`config.mk`:
```
export PLATFORM = sky130hd
export DESIGN_NAME = tiny32_mem_arbiter
export DESIGN_NICKNAME = d
export VERILOG_FILES = /design/src/rtl/tiny32_mem_arbiter.sv
export SDC_FILE = /design/constraint.sdc
export NUM_CORES = 1
export LEC_CHECK = 0
export CORE_MARGIN = 2
export CORE_UTILIZATION = 30
export CTS_CLUSTER_DIAMETER = 100
export CTS_CLUSTER_SIZE = 25
export DETAILED_ROUTE_END_ITERATION = 10
export SYNTH_ARGS = -nofsm -noshare
export SYNTH_HDL_FRONTEND = slang
export SYNTH_SLANG_ARGS = --single-unit
```
`constraint.sdc`:
```
create_clock -name clk -period 2.7 [get_ports clk]
set_input_delay 0.54 -clock clk [delete_from_list [all_inputs] [get_ports clk]]
set_output_delay 0.54 -clock clk [all_outputs]
set_load 0.05 [all_outputs]
```
`src/rtl/tiny32_mem_arbiter.sv`:
```
// tiny32_mem_arbiter
//   Shares one tiny32 memory port between master 0 (CPU) and master 1
//   (DMA/debug). Each access runs IDLE -> STROBE -> DONE -> IDLE: the
//   winner's strobes, address and write data are latched at grant, held on
//   the memory port for at least WAIT_STATES cycles (longer while mem_ready
//   is low), then the owner sees a one-cycle ready pulse in DONE.
//
// Parameters
//   ADDR_WIDTH   address width of all ports
//   WAIT_STATES  minimum strobe cycles (>= 1)
//   PRIO_MODE    0 = round-robin, 1 = fixed priority (master 0 wins ties)
//
// Ports
//   clk, reset                 clock, synchronous active-high reset
//   mX_nrd / mX_nwr            master read / byte-lane write strobes (active low)
//   mX_address / mX_wdata      master address / write data
//   mX_rdata                   registered read data for master X
//   mX_ready                   combinational ready; low = stall
//   mem_nrd / mem_nwr          registered memory strobes (active low)
//   mem_address / mem_wdata    registered memory address / write data
//   mem_rdata / mem_ready      memory read data / memory ready
//   grant                      00 idle, 01 master 0, 10 master 1
module tiny32_mem_arbiter #(
  parameter int unsigned ADDR_WIDTH  = 32,
  parameter int unsigned WAIT_STATES = 1,
  parameter int unsigned PRIO_MODE   = 0
) (
  input  logic                  clk,
  input  logic                  reset,
  input  logic                  m0_nrd,
  input  logic [3:0]            m0_nwr,
  input  logic [ADDR_WIDTH-1:0] m0_address,
  input  logic [31:0]           m0_wdata,
  output logic [31:0]           m0_rdata,
  output logic                  m0_ready,
  input  logic                  m1_nrd,
  input  logic [3:0]            m1_nwr,
  input  logic [ADDR_WIDTH-1:0] m1_address,
  input  logic [31:0]           m1_wdata,
  output logic [31:0]           m1_rdata,
  output logic                  m1_ready,
  output logic                  mem_nrd,
  output logic [3:0]            mem_nwr,
  output logic [ADDR_WIDTH-1:0] mem_address,
  output logic [31:0]           mem_wdata,
  input  logic [31:0]           mem_rdata,
  input  logic                  mem_ready,
  output logic [1:0]            grant
);

  typedef enum logic [1:0] {IDLE, STROBE, DONE} state_t;

  localparam logic [31:0] CNT_INIT = WAIT_STATES - 1;

  state_t      state;
  logic        owner;
  logic        last_owner;
  logic [31:0] cnt;
  logic        req0;
  logic        req1;
  logic        win;

  assign req0 = !m0_nrd | (m0_nwr != 4'hF);
  assign req1 = !m1_nrd | (m1_nwr != 4'hF);

  assign m0_ready = !req0 | (state == DONE && owner == 1'b0);
  assign m1_ready = !req1 | (state == DONE && owner == 1'b1);

  // Tie-break: round-robin favours the master that did not own the port last.
  always_comb begin
    win = 1'b0;
    if (req0 && req1)
      win = (PRIO_MODE != 0) ? 1'b0 : ~last_owner;
    else if (req1)
      win = 1'b1;
  end

  always_ff @(posedge clk) begin
    if (reset) begin
      state       <= IDLE;
      owner       <= 1'b0;
      last_owner  <= 1'b1;
      cnt         <= '0;
      grant       <= '0;
      mem_nrd     <= 1'b1;
      mem_nwr     <= '1;
      mem_address <= '0;
      mem_wdata   <= '0;
      m0_rdata    <= '0;
      m1_rdata    <= '0;
    end else begin
      case (state)
        IDLE: begin
          if (req0 || req1) begin
            owner       <= win;
            last_owner  <= win;
            grant       <= win ? 2'b10 : 2'b01;
            mem_nrd     <= win ? m1_nrd : m0_nrd;
            mem_nwr     <= win ? m1_nwr : m0_nwr;
            mem_address <= win ? m1_address : m0_address;
            mem_wdata   <= win ? m1_wdata : m0_wdata;
            cnt         <= CNT_INIT;
            state       <= STROBE;
          end
        end
        STROBE: begin
          if (cnt != 0) begin
            cnt <= cnt - 1;
          end else if (mem_ready) begin
            state   <= DONE;
            mem_nrd <= 1'b1;
            mem_nwr <= '1;
            // mem_nrd still holds the latched read strobe on this edge.
            if (!mem_nrd) begin
              if (owner)
                m1_rdata <= mem_rdata;
              else
                m0_rdata <= mem_rdata;
            end
          end
        end
        DONE: begin
          state <= IDLE;
          grant <= '0;
        end
        default: state <= IDLE;
      endcase
    end
  end

endmodule

```
Yosys cells after proc, flatten, opt, wreduce, memory -nomap -nowiden
Index checks and enable logic that the tools add are counted.
{ "op_classes": {"bitwise_logic": 8, "n_addsub": 1, "muxes": 24, "n_reduce_logical": 19, "eq_ne": 8} }
{ "ops": {"columns": ["op", "count"], "rows": [
  ["$mux W32", 4],
  ["$pmux W32 S2", 1],
  ["$reduce_bool A32 Y1", 1],
  ["$sub A32 B1 Y32 const B", 1],
  ["$mux W4", 4],
  ["$mux W2", 5],
  ["$reduce_and A5 Y1", 2],
  ["$ne A2 B2 Y1 const B", 4],
  ["$ne A4 B4 Y1 const B", 2],
  ["$pmux W2 S2", 2],
  ["$pmux W4 S2", 1],
  ["$mux W1", 6],
  ["$reduce_and A3 Y1", 2],
  ["$logic_not A1 Y1", 4],
  ["$not A1 Y1", 4],
  ["$or A1 B1 Y1", 4],
  ["$reduce_and A2 Y1", 2],
  ["$reduce_and A4 Y1", 1],
  ["$reduce_bool A2 Y1", 2],
  ["$logic_and A1 B1 Y1", 3],
  ["$eq A2 B1 Y1 const B", 1],
  ["$eq A2 B2 Y1 const B", 1],
  ["$logic_not A2 Y1", 1],
  ["$pmux W1 S2", 1],
  ["$logic_or A1 B1 Y1", 1]
]} }
{ "word_totals": {"word_cells": 71, "output_inout_bits": 137, "inputBits": 173, "ff_bits": 171} }

Longest topological paths before layout
Gate-level depths: netlist of run 1.
{ "depth": {"ltp_word": 7, "ltp_mapped": 10} }

Least setup slack after synthesis of run 1
OpenSTA, ideal clock, no wires.
{ "synth_path": {"path_kind": "reg-to-reg", "startpoint": "reg cnt[4]", "endpoint": "reg cnt[23]", "stages_incl_launch_ff": 8, "arrival_ns": 2.713, "slack_ns": -0.084, "setup_ns": 0.070, "period_less_slack_ns": 2.784, "required_time_ns": 2.630, "path_cell_list": "dfxtp_1 > or4_1 > buf_2 > or4_4 > or4_1 > buf_2 > or4_1 > a21oi_1"} }
{ "synth_via": {"elab_chain_cells": 3, "word_cells_on_any_way": 6, "classes_between": "add/sub: 1; eq/ne: 1; mux: 2; reduce/logical: 2"} }
{ "synth_rtl": {"columns": ["item", "line", "source"], "rows": [
  ["start: declaration", "58", "logic [31:0] cnt;"],
  ["start signal: assignment", "108", "cnt <= cnt - 1;"],
  ["$sub A32 B1 Y32 / $reduce_bool A32 Y1 (equally long branches)", "108, 107", null],
  ["$mux W32 / $ne A2 B2 Y1 (equally long branches)", null, null],
  ["$pmux W32 S2 / $reduce_and A3 Y1 (equally long branches)", null, null]
]} }
Parallel ways exist; a longest one is shown, timed or not. The select of a mux whose other input is x is not followed.
A chain may end at the register's enable or synchronous reset.

Worst setup path after layout of run 1
{ "layout_path": {"startpoint": "reg cnt[8]", "endpoint": "reg cnt[21]"} }
Same word-level chain as after synthesis.

==> results.json, run 1 <==
{
  "layout-area-overhead-vs-synth_pct": 61.8,
  "ys_seq_area_frac": 0.476,
  "pre_cts_ws_ns": -0.208,
  "timing_worst_slew_pin_value_ns": 0.645,
  "grt_antenna_before_repair": 0,
  "std_cell_rows": 56,
  "power.density_nw_per_um2": 1100,
  "setup-violations-final": 0,
  "die_area_sq_um": 25200,
  "path_max_fanout": 5,
  "number_of_synthesized_flops_with_an_enable_pin": 0,
  "total_instance_count_after_detailed_placement": 1453,
  "layout_min_cycle_time_ns": 2.64,
  "start_util": 0.306,
  "layout_worst_path_cycle_share": 0.980,
  "crit_arrival_ns": 2.99,
  "grt_start_max_net_pins": 80,
  "nets": 1333,
  "first_global_vias": 6698,
  "asyncSetResetFlopFracSynth": 0,
  "routed_wire_length_per_instance_microns": 15.8,
  "grtUsageTotal": 0.180,
  "die_height_microns": 159,
  "critPathSlowestCell": "or4_4",
  "finalWeightedCongestion": 0.769,
  "dieWidth_microns": 159,
  "critical_path.n_buffers_inverters": 1,
  "antenna_left": 0,
  "post-route-util": 0.494,
  "critical_path.top_delay_family": "simple AND/OR/NAND/NOR gates",
  "status": "finished, final reports clean",
  "synthesis.yosys.warnings": 0,
  "fin_skew_ns": 0.0127,
  "achievable-frequency_ghz": 0.378,
  "cp-end-kind": "flop",
  "netlist.top_cell.by_area": "dfxtp_1",
  "drc": 0,
  "drv.max_cap_violation_count": 0,
  "fillerInstances": 2314,
  "insertedDiodeCount": 0,
  "dp_hpwl_microns": 17500,
  "grt_setup_unrepaired": "yes",
  "synth_top_area_share": 0.476,
  "fin_ws_ns": 0.0551,
  "max_stage_delay_ns": 0.54,
  "worstSkewPairLatency_ns": 0.42,
  "total_congestion_overflow": 0,
  "clock-root-buffer": "clkbuf_16",
  "cp_data_required_time_ns": 3.05,
  "synth_flop_cell": "dfxtp_1",
  "timing_hold_violations_final": 0,
  "most_frequent_standard_cell_in_the_layout_excluding_fill_and_tap_cells": "clkdlybuf4s50_1",
  "crit_top_cell": "or4_4",
  "cts.sink_count": 171,
  "floorplan.io_pins": 310,
  "htree_num_levels": 4,
  "numCtsBuffers": 17,
  "worst_setup_hold_path_clk_slew_ns": 0.07,
  "final-instance-count-excl-fill": 1491,
  "synth_cell_type_count": 39,
  "ys_seq_elements": 171,
  "wirelength_microns": 23500,
  "drt_pre_antenna_iters": 6,
  "cts_tree": "yes",
  "wire_length_of_the_first_global_routing_pass_microns": 36000,
  "clockBufferDepth": 2,
  "post_synth.cell_area_avg_sq_um": 8.51,
  "timing_max_transition_violations_final": 0,
  "routed-via-count": 7065,
  "maxSlewHeadroom": 0.569,
  "port_buffers": 309,
  "most-common-layout-cells": "306 x clkdlybuf4s50_1, 171 x dfxtp_1, 150 x nand2_1",
  "layout-drive-gt1-share": 0.0887,
  "count_of_mapped_cells_out_of_synthesis": 845,
  "worstPathCellList": "or4_4 -> or4_4 -> buf_4 -> or4_4 -> or4_1 -> a21oi_1",
  "holdCritPathClass": "flop to flop",
  "detail_route.vias_per_cell": 4.74,
  "synthesis.area_sq_um": 7190,
  "syn-num-nets": 1019,
  "worst_ir_drop_vdd_uv": 540,
  "drt-initial-drc-count": 332,
  "core_area_sq_um": 23500,
  "synth_top_cells_by_area": "dfxtp_1 48%, mux2i_1 10%, nand2_1 7.8%, a211oi_1 6.7%, a21oi_1 6.5%",
  "path_class": "flop to flop",
  "design_power_total_uw": 12900,
  "worst_setup_path_start_kind": "flop",
  "p_leak_uw": 0.00452
}
[registers in the layout, indices dropped and copies added (netlist names)]
register	flops
last_owner	1
state	2
mem_nwr	4
m0_rdata	32
cnt	32
mem_address	32
owner	1
grant	2
m1_rdata	32
mem_wdata	32
mem_nrd	1
[synthesized netlist by cell type, types with 3 or more instances]
library cell / count
or3_1: 19
buf_1: 8
nand2b_1: 8
or2_2: 3
nand3_1: 5
or4_1: 26
nand2_1: 150
nor4_1: 14
a32oi_1: 3
o211ai_1: 4
nor2_1: 73
mux2i_1: 73
nor3_1: 7
o31ai_1: 13
a211oi_1: 64
o21ai_1: 6
o21ai_0: 11
inv_1: 13
buf_2: 3
clkbuf_1: 55
dfxtp_1: 171
a21oi_1: 94
[report_power, final]
group          total [uW]  internal, uW  switching, uW
clock network        2520          1410           1110
logic                6920          2980           3940
registers            3410          3070            349
total               12900          7450           5410
[stage by stage]
stage / TNS, ns / hold slack (ns) / area, sq um
3_3_place_gp: -3.69 / 0.437 / 10900
4_1_cts: 0 / 0.449 / 11600
5_1_grt: -0.0134 / 0.466 / 11600
6_report: 0 / 0.447 / 11600
2_1_floorplan: -0.000386 / 0.451 / 7200
3_5_place_dp: -5.72 / 0.442 / 10900
[worst reg2reg max path, cell delays in order, from the launching register on]
cell and delay (ns):
dfxtp_1 0.31, or4_4 0.54, or4_4 0.54, buf_4 0.17, or4_4 0.48, or4_1 0.40
a21oi_1 0.14
[path summary, 6_finish.rpt]
| kind | startpoint | depth (start not counted) | slack, ns | to |
|---|---|---|---|---|
| hold / removal | mem_nwr[2]$_SDFFE_PP1P_ | 2 | 0.45 | mem_nwr[2]$_SDFFE_PP1P_ |
| setup / recovery | cnt[8]$_SDFFE_PP0P_ | 6 | 0.06 | cnt[21]$_SDFFE_PP0P_ |
| setup reg to reg | cnt[8]$_SDFFE_PP0P_ | 6 | 0.06 | cnt[21]$_SDFFE_PP0P_ |
| hold reg to reg | mem_nwr[2]$_SDFFE_PP1P_ | 2 | 0.45 | mem_nwr[2]$_SDFFE_PP1P_ |
[area by class of cell]
type                       count  area [sq um]  share of cell area
tap                          319           399              0.0343
clock inverter                15           181              0.0156
timing repair buffer         361          3630               0.312
multi-input combinational    595          3530               0.304
inverter                      13          48.8             0.00419
clock buffer                  17           425              0.0365
sequential                   171          3420               0.294
[routing by layer]
| metal | track usage | wire [microns] | vias up |
|---|---|---|---|
| met3 | 0.0434 | 1290 | 18 |
| met5 | 0 | 0 | - |
| met4 | 0.0579 | 364 | 0 |
| met1 | 0.220 | 10300 | 3170 |
| li1 | - | - | 3641 |
| met2 | 0.311 | 11600 | 236 |
[cell families (layout without fill, tap and decap cells)]
| group | after synthesis | count (layout) | synth area share |
|---|---|---|---|
| buffers and inverters | 79 | 406 | 0.0417 |
| DFF | 171 | 171 | 0.476 |
| and+or+nand+nor | 315 | 315 | 0.201 |
| adders and majority gates | 1 | 1 | 0.00174 |
| AOI/OAI and AO/OA | 206 | 206 | 0.178 |
| muxes | 73 | 73 | 0.102 |
[what timing repair did]
item | CTS | global route
cloned | 1 | 0
setup buffers | 0 | 5
gates resized for setup | 7 | 7
hold buffers | 0 | 0
pin swaps | 1 | 1
endpoints found under the setup margin | 35 | 53
Power figures use the tool's default switching activity.
==> inputs of run 2 (changes only) <==
--- a/config.mk
+++ b/config.mk
@@ -10,6 +10,7 @@
 export CTS_CLUSTER_DIAMETER = 100
 export CTS_CLUSTER_SIZE = 25
 export DETAILED_ROUTE_END_ITERATION = 10
+export RECOVER_POWER = 100
 export SYNTH_ARGS = -nofsm -noshare
 export SYNTH_HDL_FRONTEND = slang
 export SYNTH_SLANG_ARGS = --single-unit
==> results.json, run 2 (synthesis gave the netlist of run 1 again) <==
{
  "status": "finished, final reports clean",
  "worst_hold_slack_ns": 0.444,
  "timing_hold_violations_final": 0,
  "most-common-layout-cells": "171 x dfxtp_1, 170 x clkdlybuf4s50_1, 150 x nand2_1",
  "endpoint_of_the_worst_register_to_register_path": "cnt[21]$_SDFFE_PP0P_",
  "drv.max_cap_violation_count": 0,
  "dr_wl_met2_microns": 11600,
  "die_area_sq_um": 25200,
  "power.density_nw_per_um2": 1090,
  "setup-violations-final": 0,
  "start_util": 0.306,
  "grt_antenna_before_repair": 0,
  "layout-drive-gt1-share": 0.0819,
  "highest_layer": "met4",
  "die_height_microns": 159,
  "nets": 1333,
  "crit_top_cell": "or4_4",
  "drt-initial-drc-count": 310,
  "critPathSlowestCell": "or4_4",
  "wirelength_microns": 23400,
  "startpoint_of_the_worst_setup_timing_path": "cnt[8]$_SDFFE_PP0P_",
  "cp-end-kind": "flop",
  "layout-area-overhead-vs-synth_pct": 60.9,
  "cts_hold_buffers": 0,
  "achievable-frequency_ghz": 0.377,
  "critical_path.top_delay_family": "simple AND/OR/NAND/NOR gates",
  "fin_skew_ns": 0.0132,
  "total_congestion_overflow": 0,
  "first_global_vias": 6698,
  "worst_setup_hold_path_clk_slew_ns": 0.07,
  "routed-via-count": 7056,
  "pre_cts_ws_ns": -0.208,
  "port_buffers": 309,
  "cts_tree": "yes",
  "cp_data_required_time_ns": 3.05,
  "clock-root-buffer": "clkbuf_16",
  "cp.depth": 6,
  "worst_setup_path_start_kind": "flop",
  "dp_hpwl_microns": 17500,
  "std_cell_rows": 56,
  "dpl-instance-area_sq_um": 10900,
  "drt_pre_antenna_iters": 4,
  "wire_length_of_the_first_global_routing_pass_microns": 36000,
  "maxSlewHeadroom": 0.577,
  "timing_max_transition_violations_final": 0,
  "worstPathCellList": "or4_4 -> or4_4 -> buf_4 -> or4_4 -> or4_1 -> a21oi_1",
  "grt_setup_unrepaired": "yes",
  "grtUsageTotal": 0.180,
  "worst_ir_drop_vdd_uv": 538,
  "insertedDiodeCount": 0,
  "grt_start_max_net_pins": 80,
  "timing_worst_slew_pin_value_ns": 0.633,
  "numCtsBuffers": 17,
  "r2r_cells": 6,
  "cts.sink_count": 171,
  "htree_num_levels": 4,
  "worst_r2r_startpoint": "cnt[8]$_SDFFE_PP0P_",
  "path_class": "flop to flop",
  "fin_ws_ns": 0.0495,
  "final_cell_area_sq_um": 11600,
  "layout_min_cycle_time_ns": 2.65,
  "routed_wire_length_per_instance_microns": 15.7,
  "antenna_left": 0,
  "layout_worst_path_cycle_share": 0.982,
  "path_max_fanout": 5,
  "holdCritPathClass": "flop to flop",
  "drc": 0,
  "max_stage_delay_ns": 0.54,
  "clockBufferDepth": 2,
  "worst-r2r-setup-slack_ns": 0.05,
  "wirelength_met1_microns": 10300,
  "floorplan.io_pins": 310,
  "worstSkewPairLatency_ns": 0.42,
  "finalWeightedCongestion": 0.769,
  "dieWidth_microns": 159,
  "crit_arrival_ns": 3.00,
  "core_area_sq_um": 23500,
  "endpoint": "cnt[21]$_SDFFE_PP0P_",
  "critical_path.n_buffers_inverters": 1,
  "most_frequent_standard_cell_in_the_layout_excluding_fill_and_tap_cells": "dfxtp_1",
  "p_leak_uw": 0.00483,
  "detail_route.vias_per_cell": 4.73,
  "route.met3.wl_microns": 1240
}
## run 2: final cells by class
| class | instances | area (sq um) |
|---|---|---|
| fillers | 2327 | 12000 |
| repair buffers | 361 | 3560 |
| flip-flops and latches | 171 | 3420 |
| inverters | 13 | 48.8 |
| multi-input cells | 595 | 3530 |
| clock buffers | 17 | 425 |
| clock inverters | 15 | 181 |
| well taps | 319 | 399 |
## run 2: report_power, final
group	switching (uW)	internal, uW	total, uW
Clock	1120	1410	2520
Combinational	3930	2790	6720
Sequential	334	3060	3400
Total	5380	7260	12600
## run 2: how the worst min path moves through the flow
| stage | from | end | cells after the start |
|---|---|---|---|
| global placement | m1_rdata[4]$_SDFFE_PP0P_ | m1_rdata[4]$_SDFFE_PP0P_ | 2 |
| detailed placement | mem_nwr[2]$_SDFFE_PP1P_ | mem_nwr[2]$_SDFFE_PP1P_ | 2 |
| finish | mem_nwr[2]$_SDFFE_PP1P_ | mem_nwr[2]$_SDFFE_PP1P_ | 2 |
| CTS | reset | state[1]$_SDFFE_PP0P_ | 3 |
| global route | m0_rdata[14]$_SDFFE_PP0P_ | m0_rdata[14]$_SDFFE_PP0P_ | 2 |
| floorplan | cnt[29]$_SDFFE_PP0P_ | cnt[29]$_SDFFE_PP0P_ | 2 |
## run 2: metrics by stage
step                 TNS (ns)  total power (uW)  cells  utilization
floorplan           -0.000386              7710    845            -
global placement        -3.69              9880   1453        0.465
detailed placement      -5.72              9940   1453        0.465
CTS                         0             12600   1486        0.492
global route          -0.0178             13400   1491        0.492
finish                      0             12600   1491        0.492
## run 2: routing by layer
layer,vias up,track usage
li1,3638,-
met1,3186,0.220
met2,216,0.311
met3,16,0.0434
met4,0,0.0579
met5,-,0
## run 2: worst register-to-register path, cell delays in order (launching register included)
cell and delay [ns]:
dfxtp_1 0.31, or4_4 0.54, or4_4 0.54, buf_4 0.17
or4_4 0.48, or4_1 0.40, a21oi_1 0.14
## run 2: repair_timing
action,4_1_cts,5_1_grt
buffers inserted,0,5
pin swaps,1,1
resized for setup,7,7
endpoints found under the setup margin,35,53
cloned,1,0
==> inputs of run 3 (changes only) <==
--- a/config.mk
+++ b/config.mk
@@ -10,6 +10,7 @@
 export CTS_CLUSTER_DIAMETER = 100
 export CTS_CLUSTER_SIZE = 25
 export DETAILED_ROUTE_END_ITERATION = 10
+export PLACE_DENSITY = 0.65
 export RECOVER_POWER = 100
 export SYNTH_ARGS = -nofsm -noshare
 export SYNTH_HDL_FRONTEND = slang
==> results.json, run 3 (synthesis gave the netlist of run 1 again) <==
{
  "clockBufferDepth": 2,
  "worst_ir_drop_vdd_uv": 494,
  "htree_num_levels": 4,
  "floorplan.io_pins": 310,
  "drt_pre_antenna_iters": 4,
  "grtUsageTotal": 0.178,
  "highest_layer": "met4",
  "drt-initial-drc-count": 325,
  "layout_min_cycle_time_ns": 2.67,
  "route.met3.wl_microns": 1250,
  "numCtsBuffers": 17,
  "grt_antenna_before_repair": 0,
  "cp-end-kind": "flop",
  "status": "finished, final reports clean",
  "total_instance_count_after_detailed_placement": 1463,
  "wirelength_met1_microns": 9820,
  "cp_data_required_time_ns": 3.06,
  "final-instance-count-excl-fill": 1496,
  "start_util": 0.306,
  "nets": 1339,
  "drc": 0,
  "core_area_sq_um": 23500,
  "port_buffers": 309,
  "insertedDiodeCount": 0,
  "dr_wl_met2_microns": 11800,
  "power.density_nw_per_um2": 1090,
  "routed-via-count": 7117,
  "grt_start_max_net_pins": 59,
  "cts.sink_count": 171,
  "most-common-layout-cells": "170 x dfxtp_1, 170 x clkdlybuf4s50_1, 150 x nand2_1",
  "std_cell_rows": 56,
  "drv.max_cap_violation_count": 0,
  "crit_arrival_ns": 3.03,
  "achievable-frequency_ghz": 0.374,
  "setup-violations-final": 0,
  "timing_hold_violations_final": 0,
  "layout_worst_path_cycle_share": 0.990,
  "dp_hpwl_microns": 17600,
  "cts_hold_buffers": 0,
  "dpl-instance-area_sq_um": 11000,
  "worst_setup_hold_path_clk_slew_ns": 0.06,
  "routed_wire_length_per_instance_microns": 15.5,
  "total_congestion_overflow": 0,
  "antenna_left": 0,
  "path_max_fanout": 3,
  "die_height_microns": 159,
  "pre_cts_ws_ns": -0.117,
  "finalWeightedCongestion": 0.780,
  "fin_ws_ns": 0.0273,
  "fin_skew_ns": 0.0111,
  "timing_max_transition_violations_final": 0,
  "holdCritPathClass": "primary input to flop",
  "wirelength_microns": 23200,
  "layout-drive-gt1-share": 0.0875,
  "wire_length_of_the_first_global_routing_pass_microns": 36100,
  "maxSlewHeadroom": 0.444,
  "first_global_vias": 6843,
  "final_cell_area_sq_um": 11600,
  "grt_setup_unrepaired": "yes",
  "die_area_sq_um": 25200,
  "dieWidth_microns": 159,
  "worst_setup_path_start_kind": "flop",
  "detail_route.vias_per_cell": 4.76,
  "clock-root-buffer": "clkbuf_16",
  "fillerInstances": 2302,
  "worstSkewPairLatency_ns": 0.42,
  "timing_worst_slew_pin_value_ns": 0.833,
  "layout-area-overhead-vs-synth_pct": 61.0,
  "p_leak_uw": 0.00487,
  "path_class": "flop to flop",
  "cts_tree": "yes"
}
## run 3: cell count changes in the layout (fill, tap and decap cells not counted), sizes merged
cell	delta
clkbuf	+6
inv	-3
dlymetal6s2s	+2
buf	-1
bufinv	+1
clkinv	-1
clkinvlp	+1
## run 3: where the power goes
group | internal [uW] | switching [uW]
logic | 2720 | 3970
clock network | 1460 | 1060
registers | 3070 | 325
## run 3: layer usage
layer / global-route usage / up-vias
met4: 0.0426 / 0
met5: 0 / -
li1: - / 3651
met3: 0.0452 / 16
met1: 0.210 / 3229
met2: 0.324 / 221
## run 3: timing repair
item | 4_1_cts | 5_1_grt
setup buffers | 1 | 1
gates resized for setup | 3 | 11
setup endpoints to repair | 53 | 27
pin swaps | 1 | 6
## run 3: metrics by stage
stage | power, uW | hold WS [ns] | TNS (ns) | util
after global routing | 13400 | 0.364 | -0.117 | 0.492
after floorplan | 7710 | 0.451 | -0.000386 | -
after global placement | 9910 | 0.437 | -1.44 | 0.466
final | 12600 | 0.383 | 0 | 0.492
after CTS | 12700 | 0.367 | 0 | 0.492
after detailed placement | 10000 | 0.444 | -4.45 | 0.466
## run 3: cell type report
type	instances	area [sq um]	area share
timing repair buffer	367	3570	0.308
multi-input combinational	595	3550	0.306
sequential	171	3420	0.296
clock buffer	18	429	0.0371
tap	319	399	0.0345
clock inverter	13	166	0.0144
inverter	13	48.8	0.00421
## run 3: critical path, stage by stage (launching register included)
cell and delay (ns):
dfxtp_2 0.32, or4_4 0.53, or4_4 0.57, buf_6 0.14
or4_4 0.42, or4_4 0.53, a21oi_2 0.12
## run 3: final timing paths
path | startpoint | slack, ns | end | cells after the start
hold / removal | reset | 0.38 | cnt[1]$_SDFFE_PP0P_ | 2
setup / recovery | cnt[10]$_SDFFE_PP0P_ | 0.03 | cnt[21]$_SDFFE_PP0P_ | 6
hold reg to reg | m1_rdata[22]$_SDFFE_PP0P_ | 0.45 | m1_rdata[22]$_SDFFE_PP0P_ | 2
setup reg to reg | cnt[10]$_SDFFE_PP0P_ | 0.03 | cnt[21]$_SDFFE_PP0P_ | 6
